### src/rtl/xbar_pkg.sv
// Shared constants and types for the crossbar output-port controller.
package xbar_pkg;

  localparam int DEF_N_MASTERS = 4;
  localparam int DEF_ADDR_W    = 32;
  localparam int DEF_DATA_W    = 32;
  localparam int DEF_TMO_W     = 8;

  localparam logic [1:0] ST_IDLE    = 2'd0;
  localparam logic [1:0] ST_CONNECT = 2'd1;
  localparam logic [1:0] ST_RESP    = 2'd2;

  typedef enum logic [1:0] {
    IDLE    = ST_IDLE,
    CONNECT = ST_CONNECT,
    RESP    = ST_RESP
  } state_t;

  localparam logic CMD_READ  = 1'b0;
  localparam logic CMD_WRITE = 1'b1;

  // Folds an index that may have run one lap past n back into 0..n-1.
  function automatic int wrapIdx(input int idx, input int n);
    return (idx >= n) ? idx - n : idx;
  endfunction

endpackage

### src/rtl/xbar_out_port_if.sv
// Bundle of master-side and slave-side bus signals for one crossbar output port.
// The master modport is the environment (requesting masters plus the slave device);
// the slave modport is the output-port controller serving them.
interface xbar_out_port_if
  import xbar_pkg::*;
#(
  parameter int N_MASTERS = DEF_N_MASTERS,
  parameter int ADDR_W    = DEF_ADDR_W,
  parameter int DATA_W    = DEF_DATA_W
);

  logic [N_MASTERS-1:0]        m_req;
  logic [N_MASTERS*ADDR_W-1:0] m_addr;
  logic [N_MASTERS-1:0]        m_cmd;
  logic [N_MASTERS*DATA_W-1:0] m_wdata;
  logic [N_MASTERS-1:0]        m_ack;
  logic [N_MASTERS-1:0]        m_err;
  logic [N_MASTERS*DATA_W-1:0] m_rdata;
  logic                        s_req;
  logic [ADDR_W-1:0]           s_addr;
  logic                        s_cmd;
  logic [DATA_W-1:0]           s_wdata;
  logic                        s_ack;
  logic [DATA_W-1:0]           s_rdata;
  logic [N_MASTERS-1:0]        grant;
  logic                        busy;

  modport master (
    output m_req, m_addr, m_cmd, m_wdata, s_ack, s_rdata,
    input  m_ack, m_err, m_rdata, s_req, s_addr, s_cmd, s_wdata, grant, busy
  );

  modport slave (
    input  m_req, m_addr, m_cmd, m_wdata, s_ack, s_rdata,
    output m_ack, m_err, m_rdata, s_req, s_addr, s_cmd, s_wdata, grant, busy
  );

endinterface

### src/rtl/xbar_out_port_rr_arbiter.sv
// Combinational round-robin search: first requester at or above the pointer, wrapping.
module rr_arbiter
  import xbar_pkg::*;
#(
  parameter int N     = 4,
  parameter int PTR_W = (N > 1) ? $clog2(N) : 1
) (
  input  logic [N-1:0]     i_req,
  input  logic [PTR_W-1:0] i_ptr,
  input  logic             i_en,
  output logic [N-1:0]     o_gnt,
  output logic [PTR_W-1:0] o_idx
);

  logic [PTR_W-1:0] w_pos;
  logic             w_found;

  // Walk the request vector starting at the pointer and stop at the first hit.
  always_comb begin
    o_gnt   = '0;
    o_idx   = '0;
    w_pos   = '0;
    w_found = 1'b0;
    if (i_en) begin
      for (int k = 0; k < N; k++) begin
        w_pos = PTR_W'(wrapIdx(int'(i_ptr) + k, N));
        if (!w_found && i_req[w_pos]) begin
          o_gnt[w_pos] = 1'b1;
          o_idx        = w_pos;
          w_found      = 1'b1;
        end
      end
    end
  end

endmodule

### src/rtl/xbar_out_port.sv
// Output-port controller: arbitrates masters round-robin, forwards the winner to
// the slave, returns ack/rdata to the winner and flags a slave-ack timeout.
module xbar_out_port
  import xbar_pkg::*;
#(
  parameter int N_MASTERS = DEF_N_MASTERS,
  parameter int ADDR_W    = DEF_ADDR_W,
  parameter int DATA_W    = DEF_DATA_W,
  parameter int TMO_W     = DEF_TMO_W
) (
  input  logic             clk,
  input  logic             reset,
  xbar_out_port_if.slave   bus
);

  localparam int PTR_W = (N_MASTERS > 1) ? $clog2(N_MASTERS) : 1;
  localparam logic [TMO_W-1:0] TMO_FIRE = {{(TMO_W-1){1'b1}}, 1'b0};

  state_t                      r_state;
  logic [PTR_W-1:0]            r_ptr;
  logic [PTR_W-1:0]            r_owner;
  logic [TMO_W-1:0]            r_tmo;
  logic [N_MASTERS-1:0]        r_grant;
  logic                        r_sReq;
  logic [ADDR_W-1:0]           r_sAddr;
  logic                        r_sCmd;
  logic [DATA_W-1:0]           r_sWdata;
  logic [N_MASTERS-1:0]        r_mAck;
  logic [N_MASTERS-1:0]        r_mErr;
  logic [N_MASTERS*DATA_W-1:0] r_mRdata;
  logic                        r_busy;

  logic [N_MASTERS-1:0]        w_winGnt;
  logic [PTR_W-1:0]            w_winIdx;
  logic                        w_arbEn;

  assign w_arbEn = (r_state == IDLE);

  rr_arbiter #(.N(N_MASTERS), .PTR_W(PTR_W)) u_arb (
    .i_req (bus.m_req),
    .i_ptr (r_ptr),
    .i_en  (w_arbEn),
    .o_gnt (w_winGnt),
    .o_idx (w_winIdx)
  );

  // Transaction FSM; every output is a register updated here.
  always_ff @(posedge clk or posedge reset) begin
    if (reset) begin
      r_state  <= IDLE;
      r_ptr    <= '0;
      r_owner  <= '0;
      r_tmo    <= '0;
      r_grant  <= '0;
      r_sReq   <= 1'b0;
      r_sAddr  <= '0;
      r_sCmd   <= 1'b0;
      r_sWdata <= '0;
      r_mAck   <= '0;
      r_mErr   <= '0;
      r_mRdata <= '0;
      r_busy   <= 1'b0;
    end else begin
      case (r_state)
        IDLE: begin
          if (|bus.m_req) begin
            r_grant  <= w_winGnt;
            r_owner  <= w_winIdx;
            r_sReq   <= 1'b1;
            r_sAddr  <= bus.m_addr[w_winIdx*ADDR_W +: ADDR_W];
            r_sCmd   <= bus.m_cmd[w_winIdx];
            r_sWdata <= bus.m_wdata[w_winIdx*DATA_W +: DATA_W];
            r_tmo    <= '0;
            r_busy   <= 1'b1;
            r_state  <= CONNECT;
          end
        end
        CONNECT: begin
          r_tmo <= r_tmo + 1'b1;
          if (bus.s_ack) begin
            r_sReq          <= 1'b0;
            r_mAck[r_owner] <= 1'b1;
            r_mErr[r_owner] <= 1'b0;
            if (r_sCmd == CMD_READ) begin
              r_mRdata[r_owner*DATA_W +: DATA_W] <= bus.s_rdata;
            end
            r_state <= RESP;
          end else if (r_tmo == TMO_FIRE) begin
            r_sReq          <= 1'b0;
            r_mAck[r_owner] <= 1'b1;
            r_mErr[r_owner] <= 1'b1;
            r_state         <= RESP;
          end
        end
        RESP: begin
          if (!bus.m_req[r_owner]) begin
            r_mAck  <= '0;
            r_mErr  <= '0;
            r_grant <= '0;
            r_ptr   <= PTR_W'(wrapIdx(int'(r_owner) + 1, N_MASTERS));
            r_busy  <= 1'b0;
            r_state <= IDLE;
          end
        end
        default: begin
          r_state  <= IDLE;
          r_tmo    <= '0;
          r_grant  <= '0;
          r_sReq   <= 1'b0;
          r_sAddr  <= '0;
          r_sCmd   <= 1'b0;
          r_sWdata <= '0;
          r_mAck   <= '0;
          r_mErr   <= '0;
          r_mRdata <= '0;
          r_busy   <= 1'b0;
        end
      endcase
    end
  end

  assign bus.grant   = r_grant;
  assign bus.s_req   = r_sReq;
  assign bus.s_addr  = r_sAddr;
  assign bus.s_cmd   = r_sCmd;
  assign bus.s_wdata = r_sWdata;
  assign bus.m_ack   = r_mAck;
  assign bus.m_err   = r_mErr;
  assign bus.m_rdata = r_mRdata;
  assign bus.busy    = r_busy;

endmodule

### src/flat_wrapper.sv
// flat-port wrapper written by rule: the top's interface ports become plain ports
module xbar_out_port_flat import xbar_pkg::*;
#(
  parameter int N_MASTERS = DEF_N_MASTERS,
  parameter int ADDR_W    = DEF_ADDR_W,
  parameter int DATA_W    = DEF_DATA_W,
  parameter int TMO_W     = DEF_TMO_W
)
  (clk, reset, bus_m_req, bus_m_addr, bus_m_cmd, bus_m_wdata, bus_s_ack, bus_s_rdata, bus_m_ack, bus_m_err, bus_m_rdata, bus_s_req, bus_s_addr, bus_s_cmd, bus_s_wdata, bus_grant, bus_busy);
  xbar_out_port_if #(.N_MASTERS(N_MASTERS), .ADDR_W(ADDR_W), .DATA_W(DATA_W)) bus_i ();
  input  logic clk;
  input  logic reset;
  input wire logic [$bits(bus_i.m_req)-1:0] bus_m_req;
  input wire logic [$bits(bus_i.m_addr)-1:0] bus_m_addr;
  input wire logic [$bits(bus_i.m_cmd)-1:0] bus_m_cmd;
  input wire logic [$bits(bus_i.m_wdata)-1:0] bus_m_wdata;
  input wire logic [$bits(bus_i.s_ack)-1:0] bus_s_ack;
  input wire logic [$bits(bus_i.s_rdata)-1:0] bus_s_rdata;
  output wire logic [$bits(bus_i.m_ack)-1:0] bus_m_ack;
  output wire logic [$bits(bus_i.m_err)-1:0] bus_m_err;
  output wire logic [$bits(bus_i.m_rdata)-1:0] bus_m_rdata;
  output wire logic [$bits(bus_i.s_req)-1:0] bus_s_req;
  output wire logic [$bits(bus_i.s_addr)-1:0] bus_s_addr;
  output wire logic [$bits(bus_i.s_cmd)-1:0] bus_s_cmd;
  output wire logic [$bits(bus_i.s_wdata)-1:0] bus_s_wdata;
  output wire logic [$bits(bus_i.grant)-1:0] bus_grant;
  output wire logic [$bits(bus_i.busy)-1:0] bus_busy;
  assign bus_i.m_req = bus_m_req;
  assign bus_i.m_addr = bus_m_addr;
  assign bus_i.m_cmd = bus_m_cmd;
  assign bus_i.m_wdata = bus_m_wdata;
  assign bus_i.s_ack = bus_s_ack;
  assign bus_i.s_rdata = bus_s_rdata;
  assign bus_m_ack = bus_i.m_ack;
  assign bus_m_err = bus_i.m_err;
  assign bus_m_rdata = bus_i.m_rdata;
  assign bus_s_req = bus_i.s_req;
  assign bus_s_addr = bus_i.s_addr;
  assign bus_s_cmd = bus_i.s_cmd;
  assign bus_s_wdata = bus_i.s_wdata;
  assign bus_grant = bus_i.grant;
  assign bus_busy = bus_i.busy;
  xbar_out_port #(.N_MASTERS(N_MASTERS), .ADDR_W(ADDR_W), .DATA_W(DATA_W), .TMO_W(TMO_W)) u_core (.clk(clk), .reset(reset), .bus(bus_i));
endmodule
### config.mk
export PLATFORM = sky130hd
export DESIGN_NAME = xbar_out_port_flat
export DESIGN_NICKNAME = d
export VERILOG_FILES = /design/src/rtl/xbar_pkg.sv /design/src/rtl/xbar_out_port_if.sv /design/src/rtl/xbar_out_port_rr_arbiter.sv /design/src/rtl/xbar_out_port.sv /design/src/flat_wrapper.sv
export SDC_FILE = /design/constraint.sdc
export NUM_CORES = 1
export LEC_CHECK = 0
export CELL_PAD_IN_SITES_DETAIL_PLACEMENT = 0
export CELL_PAD_IN_SITES_GLOBAL_PLACEMENT = 1
export CORE_AREA = 2 2 199 201
export CTS_CLUSTER_SIZE = 30
export DETAILED_ROUTE_END_ITERATION = 8
export DIE_AREA = 0 0 201 203
export GPL_TIMING_DRIVEN = 0
export MAX_ROUTING_LAYER = met4
export PLACE_DENSITY = 0.85
export SLEW_MARGIN = 20
export SYNTH_ARGS = -nofsm -noshare
export SYNTH_HDL_FRONTEND = slang
export SYNTH_SLANG_ARGS = --single-unit
### constraint.sdc
create_clock -name clk -period 8.6 [get_ports clk]
set_input_delay 1.29 -clock clk [delete_from_list [all_inputs] [get_ports clk]]
set_output_delay 1.29 -clock clk [all_outputs]
set_load 0.01 [all_outputs]
# [Word level (Yosys, flattened, before mapping)]
# Cells that the tools add are included.
[totals] reg_bits=221 input_bits=299 output_inout_bits=207 wordCells=166
[classes] add_sub_neg=11 magnitude_cmp=16 eq_ne=8 shift=4 mux=77 bitwise=13 n_reduce_logical=24
[ops] op="128-bit 2-to-1 mux" n=2
[ops] op="128-bit case mux with 2 select lines" n=1
[ops] op="128-bit by 8-bit indexed part select with 32-bit output" n=2
[ops] op="128-bit bitwise mux" n=1
[ops] op="32-bit case mux with 2 select lines" n=2
[ops] op="32-bit by 34-bit variable shift with 128-bit output (first input constant)" n=1
[ops] op="32-bit by 34-bit indexed part select with 128-bit output" n=1
[ops] op="32-bit 2-to-1 mux" n=2
[ops] op="4-bit 2-to-1 mux" n=13
[ops] op="4-bit case mux with 3 select lines" n=3
[ops] op="7-bit negation with 34-bit output" n=1
[ops] op="2-bit 2-to-1 mux" n=14
[ops] op="8-bit case mux with 3 select lines" n=1
[ops] op="1-bit 2-to-1 mux" n=22
[ops] op="4-bit bitwise OR" n=5
[ops] op="2-bit by 3-bit < comparator with 1-bit output (second input constant)" n=6
[ops] op="3-bit AND reduction" n=5
[ops] op="1-bit binary-select mux with 2-bit select" n=6
[ops] op="3-bit >= comparator (second input constant)" n=4
[ops] op="1-bit demux with 2-bit select" n=5
[ops] op="2-bit by 1-bit >= comparator with 1-bit output (second input constant)" n=5
[ops] op="2-bit by 1-bit subtractor with 2-bit output (second input constant)" n=5
[ops] op="8-bit by 1-bit adder with 8-bit output (second input constant)" n=1
[ops] op="8-bit equality test (second input constant)" n=1
[ops] op="other kinds (21)" n=44

# [Longest topological paths before layout]
# Gate-level depths: netlist of the first run.
[depth] ltp_word=22 ltp_mapped=11 ltp_nobuf=8

# [By module]
# A second synthesis of the first run with hierarchy kept.
[hier_totals] cells_unflattened=1037 hier_area_um2=11118.2
[by_module_without_submodules] module="xbar_out_port" instances=1 cells_each=950 area_per_inst_um2=10513.8 seq_area_each_um2=5530.3
[by_module_without_submodules] module="rr_arbiter" instances=1 cells_each=87 area_per_inst_um2=604.3 seq_area_each_um2=0.0

# [Worst setup path after synthesis of the first run]
# No wires, ideal clock.
[synth_path] path_type="input port to flip-flop" from="input port bus_m_req[2]" to="register u_core.r_sAddr[0], in the netlist u_core.bus.s_addr[0]" setup_ns=0.127 arrival_ns=3.211 t_required_ns=8.473 slack_ns=5.262 path_stages=9 n_path_buf=3 path_cell_list="clkbuf_1 -> mux4_2 -> or2_4 -> o32ai_2 -> nor4_1 -> buf_2 -> buf_2 -> a311oi_1 -> o21ai_1"
[synth_via] elab_chain_len=19 elab_cells_between_ends=31 classes_between="eq/ne: 1; shift: 1; mux: 21; reduce/logical: 8"
[synth_lines] element="start, declared" line_no="flat_wrapper.sv:13" text="input wire logic [$bits(bus_i.m_req)-1:0] bus_m_req;"
[synth_lines] element="1-bit binary-select mux with 2-bit select" line_no="xbar_out_port_rr_arbiter.sv:27" text="if (!w_found && i_req[w_pos]) begin"
[synth_lines] element="1-bit 2-to-1 mux (not written as such)" line_no="xbar_out_port_rr_arbiter.sv:27"
[synth_lines] element="1-bit 2-to-1 mux" line_no="xbar_out_port_rr_arbiter.sv:27"
[synth_lines] element="1-bit 2-to-1 mux" line_no="xbar_out_port_rr_arbiter.sv:24" text="if (i_en) begin"
[synth_lines] element="1-bit zero test" line_no="xbar_out_port_rr_arbiter.sv:27"
[synth_lines] element="1-bit logical AND" line_no="xbar_out_port_rr_arbiter.sv:27"
[synth_lines] element="1-bit 2-to-1 mux" line_no="xbar_out_port_rr_arbiter.sv:27"
[synth_lines] element="1-bit 2-to-1 mux" line_no="xbar_out_port_rr_arbiter.sv:24"
[synth_lines] element="[3 not listed]"
[synth_lines] element="1-bit 2-to-1 mux" line_no="xbar_out_port_rr_arbiter.sv:24"
[synth_lines] element="1-bit zero test" line_no="xbar_out_port_rr_arbiter.sv:27"
[synth_lines] element="1-bit logical AND" line_no="xbar_out_port_rr_arbiter.sv:27"
[synth_lines] element="2-bit 2-to-1 mux" line_no="xbar_out_port_rr_arbiter.sv:27"
[synth_lines] element="2-bit 2-to-1 mux" line_no="xbar_out_port_rr_arbiter.sv:24"
[synth_lines] element="128-bit by 8-bit indexed part select with 32-bit output" line_no="xbar_out_port.sv:70" text="r_sAddr <= bus.m_addr[w_winIdx*ADDR_W +: ADDR_W];"
[synth_lines] element="32-bit 2-to-1 mux" line_no="xbar_out_port.sv:66" text="if (|bus.m_req) begin"
[synth_lines] element="32-bit case mux with 2 select lines" line_no="xbar_out_port.sv:64" text="case (r_state)"
[synth_lines] element="end signal, assigned" line_no="xbar_out_port.sv:70"
[synth_lines] element="end, declared" line_no="xbar_out_port.sv:25" text="logic [ADDR_W-1:0] r_sAddr;"
# Parallel ways exist; a longest one is shown, timed or not. The select of a mux whose other input is x is not followed.
# A chain may end at the register's enable or synchronous reset.

# [Worst setup path after layout of the first run]
[layout_path] from="input port bus_m_req[1]" to="register u_core.r_sWdata[0], in the netlist u_core.bus.s_wdata[0]"
[layout_via] elab_chain_len=19 elab_cells_between_ends=31 classes_between="eq/ne: 1; shift: 1; mux: 21; reduce/logical: 8"
[layout_lines] element="1-bit binary-select mux with 2-bit select" line_no="xbar_out_port_rr_arbiter.sv:27"
[layout_lines] element="1-bit 2-to-1 mux (not written as such)" line_no="xbar_out_port_rr_arbiter.sv:27"
[layout_lines] element="1-bit 2-to-1 mux" line_no="xbar_out_port_rr_arbiter.sv:27"
[layout_lines] element="1-bit 2-to-1 mux" line_no="xbar_out_port_rr_arbiter.sv:24"
[layout_lines] element="1-bit zero test" line_no="xbar_out_port_rr_arbiter.sv:27"
[layout_lines] element="1-bit logical AND" line_no="xbar_out_port_rr_arbiter.sv:27"
[layout_lines] element="1-bit 2-to-1 mux" line_no="xbar_out_port_rr_arbiter.sv:27"
[layout_lines] element="1-bit 2-to-1 mux" line_no="xbar_out_port_rr_arbiter.sv:24"
[layout_lines] element="[3 not listed]"
[layout_lines] element="1-bit 2-to-1 mux" line_no="xbar_out_port_rr_arbiter.sv:24"
[layout_lines] element="1-bit zero test" line_no="xbar_out_port_rr_arbiter.sv:27"
[layout_lines] element="1-bit logical AND" line_no="xbar_out_port_rr_arbiter.sv:27"
[layout_lines] element="2-bit 2-to-1 mux" line_no="xbar_out_port_rr_arbiter.sv:27"
[layout_lines] element="2-bit 2-to-1 mux" line_no="xbar_out_port_rr_arbiter.sv:24"
[layout_lines] element="128-bit by 8-bit indexed part select with 32-bit output" line_no="xbar_out_port.sv:72" text="r_sWdata <= bus.m_wdata[w_winIdx*DATA_W +: DATA_W];"
[layout_lines] element="32-bit 2-to-1 mux" line_no="xbar_out_port.sv:66"
[layout_lines] element="32-bit case mux with 2 select lines" line_no="xbar_out_port.sv:64"
[layout_lines] element="end signal, assigned" line_no="xbar_out_port.sv:72"
[layout_lines] element="end, declared" line_no="xbar_out_port.sv:27" text="logic [DATA_W-1:0] r_sWdata;"
# Parallel ways exist; a longest one is shown, timed or not. The select of a mux whose other input is x is not followed.

==> run_results.csv, run 1 <==
group,metric,value,unit
clock_network,clk_pin_slew,0.06,ns
sta,skew,0.01449,ns
sta,min_period,3.866,ns
logic_synthesis,avgSynthCellArea,8.916,sq um
logic_synthesis,synth_cells,1209,
sta,worst_pin_slew,1.033,ns
clock_network,cts-resized-gates,0,
detailed_routing,vias,11600,
run,drv_cap,0,
logic_synthesis,syn_nets,1525,
placed_design,portBuffers,503,
global_route,overflow,0,
placed_design,gp_congestion,0.9434,
clock_network,cts_tree,"done",
logic_synthesis,synth_edf_count,0,
min_path,min_path_type,"flop to flop",
finish,stdcell_count,2296,
worst_setup_path,crit_buf_inv,3,
worst_setup_path,startpoint_type,"input port",
worst_setup_path,crit_slowest_cell,"clkbuf_1",
logic_synthesis,synth_top_area_cell,"dfrtp_1",
clock_network,cts_buffer_depth,3,
clock_network,post-cts-setup-buffers,0,
finish,multi_input_area,4741,sq um
clock_network,htreeDepth,1,
finish,layout_common_cells,"clkdlybuf4s50_1, nand2_1, dfrtp_1, o21ai_0, clkbuf_1",
sta,slew_headroom,0.3066,
sta,clock.fmax,258.7,MHz
placed_design,place_inst,2232,
floorplan,std_cell_rows,72,
logic_synthesis,ys_async_sr_fraction,1.000,
floorplan,io-pin-count,506,
power,ir_drop,0.1605,mV
worst_setup_path,r2r_cells,10,
detailed_routing,wl,49210,um
power,p_per_area,323.5,nW/um^2
floorplan,start_util,0.2802,
floorplan,fp.dieH,203,um
power,power.total,5655,uW
worst_setup_path,end_kind,"flop",
worst_setup_path,worstReg2RegEnd,"u_core.bus.s_wdata[0]$_DFFE_PP0P_",
sta,finalCritPeriodShare,0.4495,
finish,nFillCells,3779,
sta,finalHoldViolations,0,
floorplan,die_w,201,um
logic_synthesis,synthFlopType,"dfrtp_1",
clock_network,hold_buffers,0,
worst_setup_path,reg2reg_from,"u_core.r_ptr[0]$_DFFE_PP0P_",
worst_setup_path,crit_fanout,10,
floorplan,dieArea,40800,sq um
detailed_routing,vias_per_cell,5.052,
detailed_routing,post_drt_wl_per_cell,21.43,um
clock_network,cts_sinks,221,
clock_network,cts_inserted_buffers,27,
logic_synthesis,ys.warnings.count,0,
finish,final_common_cell,"clkdlybuf4s50_1",
finish,regArea,5530,sq um
logic_synthesis,synth_seq_area_share,0.5131,
clock_network,root_buffer,"clkbuf_16",
global_route,grt_max_degree,99,
worst_setup_path,r2r_setup_slack,4.86,ns
global_route,grtUsageTotal,0.2384,
worst_setup_path,cpPeakStageDelay,0.62,ns
min_path,hp-start,"u_core.bus.m_rdata[123]$_DFFE_PP0P_",
clock_network,clk_latency,0.55,ns
global_route,grt_pass1_vias,11940,
sta,finalSetupViolCount,0,
detailed_routing,firstDrtPassIters,5,
worst_setup_path,crit_required,9.06,ns
sta,maxSlewViolCount,0,
power,p_leak,0.006822,uW
finish,drive_gt1_frac,0.04543,
global_route,grt_pass1_wl,72390,um
logic_synthesis,synth_cell_type_count,42,
worst_setup_path,worstPathCellList,"clkdlybuf4s50_1 > mux4_2 > nor2b_1 > o21ai_2 > and2_1 > buf_2 > clkbuf_1 > a311oi_1 > o21ai_1",
min_path,hold_depth,2,
floorplan,coreArea,38470,sq um
run_status,status,"complete, no violations",
finish,synthToLayoutAreaGrowth,62.15,%
placed_design,placed_area,16520,sq um
placed_design,hpwl,39110,um
detailed_routing,drc,0,
global_route,antenna_found_initial,17,
logic_synthesis,syn_area,10780,sq um
logic_synthesis,synth_seq_cells,221,
logic_synthesis,yosys-top-cells-area,"dfrtp_1, nand2_1, a311oi_1",
min_path,min_to,"u_core.bus.m_rdata[123]$_DFFE_PP0P_",
finish,final_area,17480,sq um
worst_setup_path,crit_family,"buffers and inverters",
worst_setup_path,arrival,4.33,ns
worst_setup_path,path_class,"input port to flop",
detailed_routing,drt_first_iter_violations,613,
finish,final_nets,2059,
logic_synthesis,synth_top_area_share,0.5131,
detailed_routing,drt.antenna.violating_nets,0,
sta,rsz0062_at_grt,"no",
-- where the power goes --
part           internal, uW  total (uW)  leakage (uW)  switching, uW
Combinational          1170        3040       0.00338           1880
Clock                   723        1180      0.000445            452
Sequential             1280        1430       0.00300            152
-- state kept, by name (all words and copies together), names as in the netlist --
signal	flops
u_core.r_tmo	8
u_core.bus.s_cmd	1
u_core.bus.grant	4
u_core.bus.m_rdata	128
u_core.r_state	2
u_core.bus.s_req	1
u_core.bus.s_wdata	32
u_core.bus.s_addr	32
u_core.bus.m_ack	4
u_core.bus.busy	1
u_core.r_owner	2
u_core.bus.m_err	4
u_core.r_ptr	2
-- worst min-delay path, delay by kind of cell, from the launching register on --
family          cells  cell delay (ns)
compound gates      1             0.06
flops               1             0.34
simple gates        1             0.04
-- logic make-up after synthesis --
family / share of synthesized area
compound gates: 0.2555
flops: 0.5131
fa+ha+maj: 0.01973
buf+inv: 0.04713
mux: 0.02008
simple gates: 0.1445
-- worst max path at each step --
stage / end / depth (start not counted) / slack (ns) / from
4_1_cts: u_core.bus.s_wdata[0]$_DFFE_PP0P_ / 8 / 4.76 / bus_m_req[1]
3_5_place_dp: u_core.bus.s_wdata[3]$_DFFE_PP0P_ / 8 / 4.18 / bus_m_req[1]
6_report: u_core.bus.s_wdata[0]$_DFFE_PP0P_ / 9 / 4.73 / bus_m_req[1]
5_1_grt: u_core.bus.s_wdata[0]$_DFFE_PP0P_ / 8 / 4.57 / bus_m_req[1]
2_1_floorplan: u_core.bus.busy$_DFFE_PP0P_ / 1 / 1.26 / reset
3_3_place_gp: u_core.bus.grant[2]$_DFFE_PP0P_ / 2 / -1.86 / reset
-- Yosys cell counts (2+ instances only) --
master    count
nand2_1     351
dfrtp_1     221
o21ai_0     111
clkbuf_1     80
a21oi_1      74
o21ai_1      73
o22ai_1      66
a311oi_1     65
a22o_1       32
ha_1         17
buf_2        16
nor2_1       15
inv_1        11
nand3_1       8
mux2i_1       7
buf_6         6
mux4_2        5
a21boi_0      4
a222oi_1      4
nand2b_1      4
o31ai_1       4
a31oi_1       3
and4_1        3
mux2_2        3
nor2b_1       3
a211o_1       2
and2_1        2
and3_1        2
buf_1         2
nor3_1        2
nor4_1        2
-- through the flow --
step	setup WS (ns)	setup TNS (ns)	utilization	hold slack [ns]
after floorplan	1.261	0	-	0.4448
after global placement	-1.856	-401.88	0.4280	0.4598
after detailed placement	4.185	0	0.4296	0.4693
after CTS	4.758	0	0.4533	0.4825
after global routing	4.568	0	0.4544	0.4979
final	4.734	0	0.4544	0.4783
-- cell type report --
class,instances,area share
Antenna cell,17,0.002434
Buffer,105,0.02649
Clock buffer,40,0.04546
Clock inverter,7,0.006658
Inverter,12,0.003007
Multi-Input combinational cell,871,0.2712
Sequential cell,221,0.3164
Tap cell,518,0.03708
Timing Repair Buffer,505,0.2912
-- layer usage --
| layer | up-vias | wire (um) | track usage |
|---|---|---|---|
| li1 | 5425 | - | - |
| met1 | 5569 | 18560 | 0.2604 |
| met2 | 509 | 24670 | 0.4114 |
| met3 | 97 | 3957 | 0.06132 |
| met4 | 0 | 2019 | 0.1029 |
| met5 | - | 0 | - |
(Power assumes the default switching activity.)
==> inputs of run 2 (changes only) <==
Clock period 8.6 ns to 3.6 ns, I/O delays scaled along.
==> run_results.csv, run 2 (synthesis gave the netlist of run 1 again) <==
group,metric,value,unit
worst_setup_path,crit_required,4.01,ns
finish,largest_reg_flops,128,
placed_design,dp_worst_setup_slack,-0.1804,ns
sta,worst_pin_slew,1.051,ns
floorplan,fp.dieH,203,um
power,p_per_area,769.1,nW/um^2
sta,min_period,3.525,ns
run_status,status,"complete, no violations",
worst_setup_path,crit_slowest_cell,"mux4_2",
finish,final_nets,2063,
detailed_routing,post_drt_wl_per_cell,21.79,um
sta,clock.fmax,283.7,MHz
detailed_routing,drt.antenna.violating_nets,0,
worst_setup_path,crit_buf_inv,4,
global_route,grt_pass1_vias,12030,
worst_setup_path,crit_family,"buffers and inverters",
placed_design,hpwl,39680,um
worst_setup_path,crit_fanout,10,
finish,nFillCells,3826,
clock_network,cts_buffer_depth,3,
detailed_routing,vias_per_cell,5.112,
sta,rsz0062_at_grt,"no",
finish,layout_common_cells,"clkdlybuf4s50_1, nand2_1, dfrtp_1, o21ai_0, clkbuf_1",
placed_design,gp_congestion,0.9338,
floorplan,coreArea,38470,sq um
worst_setup_path,cpPeakStageDelay,0.59,ns
sta,finalHoldViolations,0,
sta,layout_setup_ws,0.07546,ns
global_route,grt_use_met1,0.2752,
clock_network,htreeDepth,1,
run,drv_cap,0,
global_route,met3_usage,0.06212,
detailed_routing,wl,49970,um
power,ir_drop,0.3804,mV
global_route,grt.busiest_layer,"met2",
global_route,grtUsageTotal,0.2430,
clock_network,hold_buffers,0,
global_route,overflow,0,
placed_design,portBuffers,503,
sta,finalCritPeriodShare,0.9790,
worst_setup_path,r2r_setup_slack,0.08,ns
clock_network,clk_latency,0.54,ns
placed_design,place_inst,2237,
floorplan,dieArea,40800,sq um
placed_design,placed_area,16610,sq um
sta,maxSlewViolCount,0,
finish,regArea,5533,sq um
finish,final_area,17520,sq um
clock_network,cts_sinks,221,
finish,synthToLayoutAreaGrowth,62.52,%
sta,skew,0.01528,ns
worst_setup_path,arrival,3.93,ns
floorplan,start_util,0.2802,
power,p_leak,0.006869,uW
floorplan,std_cell_rows,72,
clock_network,cts_tree,"done",
finish,multi_input_area,4756,sq um
finish,stdcell_count,2293,
worst_setup_path,crit_path_frequent_cell,"buf_2",
clock_network,cts_inserted_buffers,26,
detailed_routing,drc,0,
detailed_routing,firstDrtPassIters,5,
worst_setup_path,path_class,"flop to flop",
floorplan,die_w,201,um
sta,finalSetupViolCount,0,
global_route,antenna_found_initial,10,
detailed_routing,vias,11720,
global_route,grt_max_degree,34,
worst_setup_path,startpoint_type,"flop",
min_path,min_path_type,"input port to async pin",
clock_network,clk_pin_slew,0.07,ns
global_route,gr-usage-met2,0.4213,
worst_setup_path,end_kind,"flop",
detailed_routing,drt_first_iter_violations,649,
clock_network,root_buffer,"clkbuf_16",
sta,slew_headroom,0.2947,
finish,final_common_cell,"clkdlybuf4s50_1",
global_route,grt_pass1_wl,74330,um
worst_setup_path,worstPathCellList,"buf_6 > inv_1 > ha_2 > mux4_2 > or2_4 > o32ai_2 > nor4_1 > buf_2 > buf_2 > a311oi_1 > o21ai_1",
floorplan,io-pin-count,506,
finish,drive_gt1_frac,0.05666,
## run 2: changes by cell type in the layout (fill, tap and decap cells not counted), moves of 2 or more
cell,change
a311oi_1,-2
a311oi_2,+2
buf_1,-2
buf_12,+6
clkbuf_1,-9
clkbuf_2,+9
clkbuf_8,-4
clkinv_2,+7
dfrtp_1,-2
dfrtp_2,+2
diode_2,-7
## run 2: repair_timing
action	CTS	global route
cloned	0	0
setup endpoints to repair	11	50
pin swaps	0	0
buffers inserted	0	0
resized for setup	4	15
## run 2: cell type report
cell class / count / area share
diodes: 10 / 0.001428
plain buffers: 105 / 0.02721
clock buffers: 34 / 0.04178
clock inverters: 12 / 0.006642
inverters: 12 / 0.002786
multi-input cells: 871 / 0.2715
flip-flops and latches: 221 / 0.3158
well taps: 518 / 0.03700
repair buffers: 510 / 0.2958
## run 2: stage by stage
| step | TNS (ns) | power [uW] | hold WS (ns) | utilization |
|---|---|---|---|---|
| detailed placement | -0.9806 | 10810 | 0.4694 | 0.4319 |
| finish | 0 | 13470 | 0.4156 | 0.4554 |
| global placement | -366.76 | 10690 | 0.4621 | 0.4281 |
| CTS | 0 | 13520 | 0.4255 | 0.4541 |
| global route | 0 | 14320 | 0.4565 | 0.4554 |
| floorplan | 0 | 7520 | 0.4448 | - |
## run 2: report_power, final
part	leakage (uW)	switching (uW)	internal (uW)	total, uW
clock network	0.000429	1090	1570	2660
logic	0.00344	4540	2830	7370
registers	0.00300	372	3070	3440
## run 2: layer usage
layer  part of all wire  vias to the layer above
met5                  0                        -
met4              0.032                        0
met3              0.084                       85
met2               0.50                      562
met1               0.39                     5647
li1                   -                     5427
## run 2: final timing paths
check / start / end / cells past startpoint
worst max-delay path: u_core.r_ptr[0]$_DFFE_PP0P_ / u_core.bus.s_addr[24]$_DFFE_PP0P_ / 11
worst min-delay path: reset / u_core.r_owner[0]$_DFFE_PP0P_ / 2
worst max register to register: u_core.r_ptr[0]$_DFFE_PP0P_ / u_core.bus.s_addr[24]$_DFFE_PP0P_ / 11
worst min register to register: u_core.bus.grant[0]$_DFFE_PP0P_ / u_core.bus.grant[0]$_DFFE_PP0P_ / 2
max in group asynchronous: reset / u_core.bus.m_rdata[23]$_DFFE_PP0P_ / 6
min in group clk: u_core.bus.grant[0]$_DFFE_PP0P_ / u_core.bus.grant[0]$_DFFE_PP0P_ / 2
==> inputs of run 3 (changes only) <==
Settings changed: CAP_MARGIN set to 20, REMOVE_ABC_BUFFERS set to 1.
==> run_results.csv, run 3 (synthesis gave the netlist of run 1 again) <==
group,metric,value,unit
floorplan,start_util,0.2802,
sta,slew_headroom,0.4165,
worst_setup_path,end_kind,"flop",
placed_design,portBuffers,505,
sta,finalSetupViolCount,0,
global_route,grtUsageTotal,0.2122,
run,drv_cap,0,
clock_network,cts_buffer_depth,3,
sta,tns,0,ns
min_path,min_path_type,"input port to async pin",
detailed_routing,vias,11140,
worst_setup_path,path_class,"flop to flop",
global_route,grt_pass1_wl,66410,um
placed_design,dp_worst_setup_slack,-1.071,ns
power,p_per_area,787.6,nW/um^2
finish,synthToLayoutAreaGrowth,65.76,%
placed_design,hpwl,32840,um
floorplan,die_w,201,um
power,p_leak,0.006995,uW
clock_network,cts_inserted_buffers,25,
worst_setup_path,arrival,3.87,ns
sta,finalHoldViolations,0,
placed_design,gp_congestion,0.8292,
floorplan,coreArea,38470,sq um
run_status,status,"complete, no violations",
worst_setup_path,startpoint_type,"flop",
sta,worst_pin_slew,0.8672,ns
global_route,grt_pass1_vias,11210,
floorplan,io-pin-count,506,
sta,skew,0.01371,ns
finish,largest_reg_flops,128,
sta,layout_setup_ws,0.1304,ns
detailed_routing,vias_per_cell,5.007,
finish,final_common_cell,"clkdlybuf4s50_1",
sta,maxSlewViolCount,0,
detailed_routing,drt_first_iter_violations,451,
clock_network,htreeDepth,1,
finish,final_nets,1996,
sta,min_period,3.470,ns
global_route,grt_max_degree,101,
power,ir_drop,0.5847,mV
worst_setup_path,crit_fanout,55,
clock_network,clk_latency,0.53,ns
clock_network,cts_tree,"done",
sta,rsz0062_at_grt,"no",
detailed_routing,drt.antenna.violating_nets,0,
detailed_routing,post_drt_wl_per_cell,19.87,um
worst_setup_path,r2r_setup_slack,0.13,ns
floorplan,std_cell_rows,72,
global_route,antenna_found_initial,10,
worst_setup_path,crit_required,4.00,ns
clock_network,root_buffer,"clkbuf_16",
finish,layout_common_cells,"clkdlybuf4s50_1, nand2_1, dfrtp_1, o21ai_0, a21oi_1",
detailed_routing,drc,0,
sta,clock.fmax,288.2,MHz
sta,finalCritPeriodShare,0.9638,
floorplan,dieArea,40800,sq um
clock_network,clk_pin_slew,0.06,ns
finish,drive_gt1_frac,0.06832,
clock_network,cts_sinks,221,
detailed_routing,wl,44220,um
floorplan,fp.dieH,203,um
global_route,overflow,0,
detailed_routing,firstDrtPassIters,5,
[run 3: cell types whose count changed in the layout (fill, tap and decap cells not counted), moves of 4 or more]
cell      delta
clkbuf_1    -69
buf_16      +20
buf_2       -10
buf_4        +9
clkbuf_2     -9
clkinv_2     -7
buf_6        -6
o21ai_4      +5
clkbuf_8     +4
o21ai_1      -4
[run 3: worst paths after layout]
| path | start | depth (start not counted) | endpoint |
|---|---|---|---|
| worst max-delay path | u_core.r_ptr[0]$_DFFE_PP0P_ | 11 | u_core.bus.s_addr[22]$_DFFE_PP0P_ |
| worst min-delay path | reset | 2 | u_core.bus.m_rdata[20]$_DFFE_PP0P_ |
| worst max register to register | u_core.r_ptr[0]$_DFFE_PP0P_ | 11 | u_core.bus.s_addr[22]$_DFFE_PP0P_ |
| worst min register to register | u_core.bus.m_rdata[117]$_DFFE_PP0P_ | 2 | u_core.bus.m_rdata[117]$_DFFE_PP0P_ |
| max in group asynchronous | reset | 3 | u_core.bus.s_addr[29]$_DFFE_PP0P_ |
| min in group clk | u_core.bus.m_rdata[117]$_DFFE_PP0P_ | 2 | u_core.bus.m_rdata[117]$_DFFE_PP0P_ |
[run 3: final cells by class]
class	count	area, sq um
Fill cell	3650	20600
Clock inverter	5	78.83
Timing Repair Buffer	548	5856
Antenna cell	9	22.52
Inverter	12	56.30
Multi-Input combinational cell	872	4921
Sequential cell	221	5533
Clock buffer	40	752.0
Tap cell	518	648.1
[run 3: through the flow]
stage                 util  power [uW]  instance area, sq um  std cells  hold WS, ns
finish              0.4645       14070                 17870       2225       0.3510
global route        0.4645       14920                 17870       2225       0.3576
CTS                 0.4623       14020                 17780       2212       0.3387
detailed placement  0.4386       11250                 16870       2163       0.4693
global placement    0.4164        9378                 16020       2127       0.4615
floorplan                -        7135                 10320       1104       0.4448
[run 3: per-layer routing]
layer  wire length [um]  share of wire  GRT usage
met5                  0              0          -
met4               1351          0.031    0.06878
met3               3632          0.082    0.05474
met2              21800           0.49     0.3627
met1              17430           0.39     0.2433
[run 3: power breakdown]
part / switching, uW / internal, uW / leakage [uW]
combinational: 4530 / 3540 / 0.00359
clock: 1030 / 1570 / 0.000409
sequential: 343 / 3070 / 0.00300
total: 5900 / 8170 / 0.00699
[run 3: worst max-delay path, stage by stage, from the launching register on]
cell	delay, ns
dfrtp_2	0.41
clkinvlp_4	0.13
ha_4	0.33
mux4_2	0.52
buf_4	0.18
nor2b_1	0.20
o21ai_4	0.19
buf_16	0.21
and2_4	0.23
buf_16	0.21
a311oi_2	0.50
o21ai_1	0.12
[run 3: timing repair]
action,4_1_cts,5_1_grt
gates resized for setup,8,1
buffers inserted,6,5
hold buffers,0,0
pin swaps,1,3
gates cloned,0,1
setup endpoints to repair,65,29
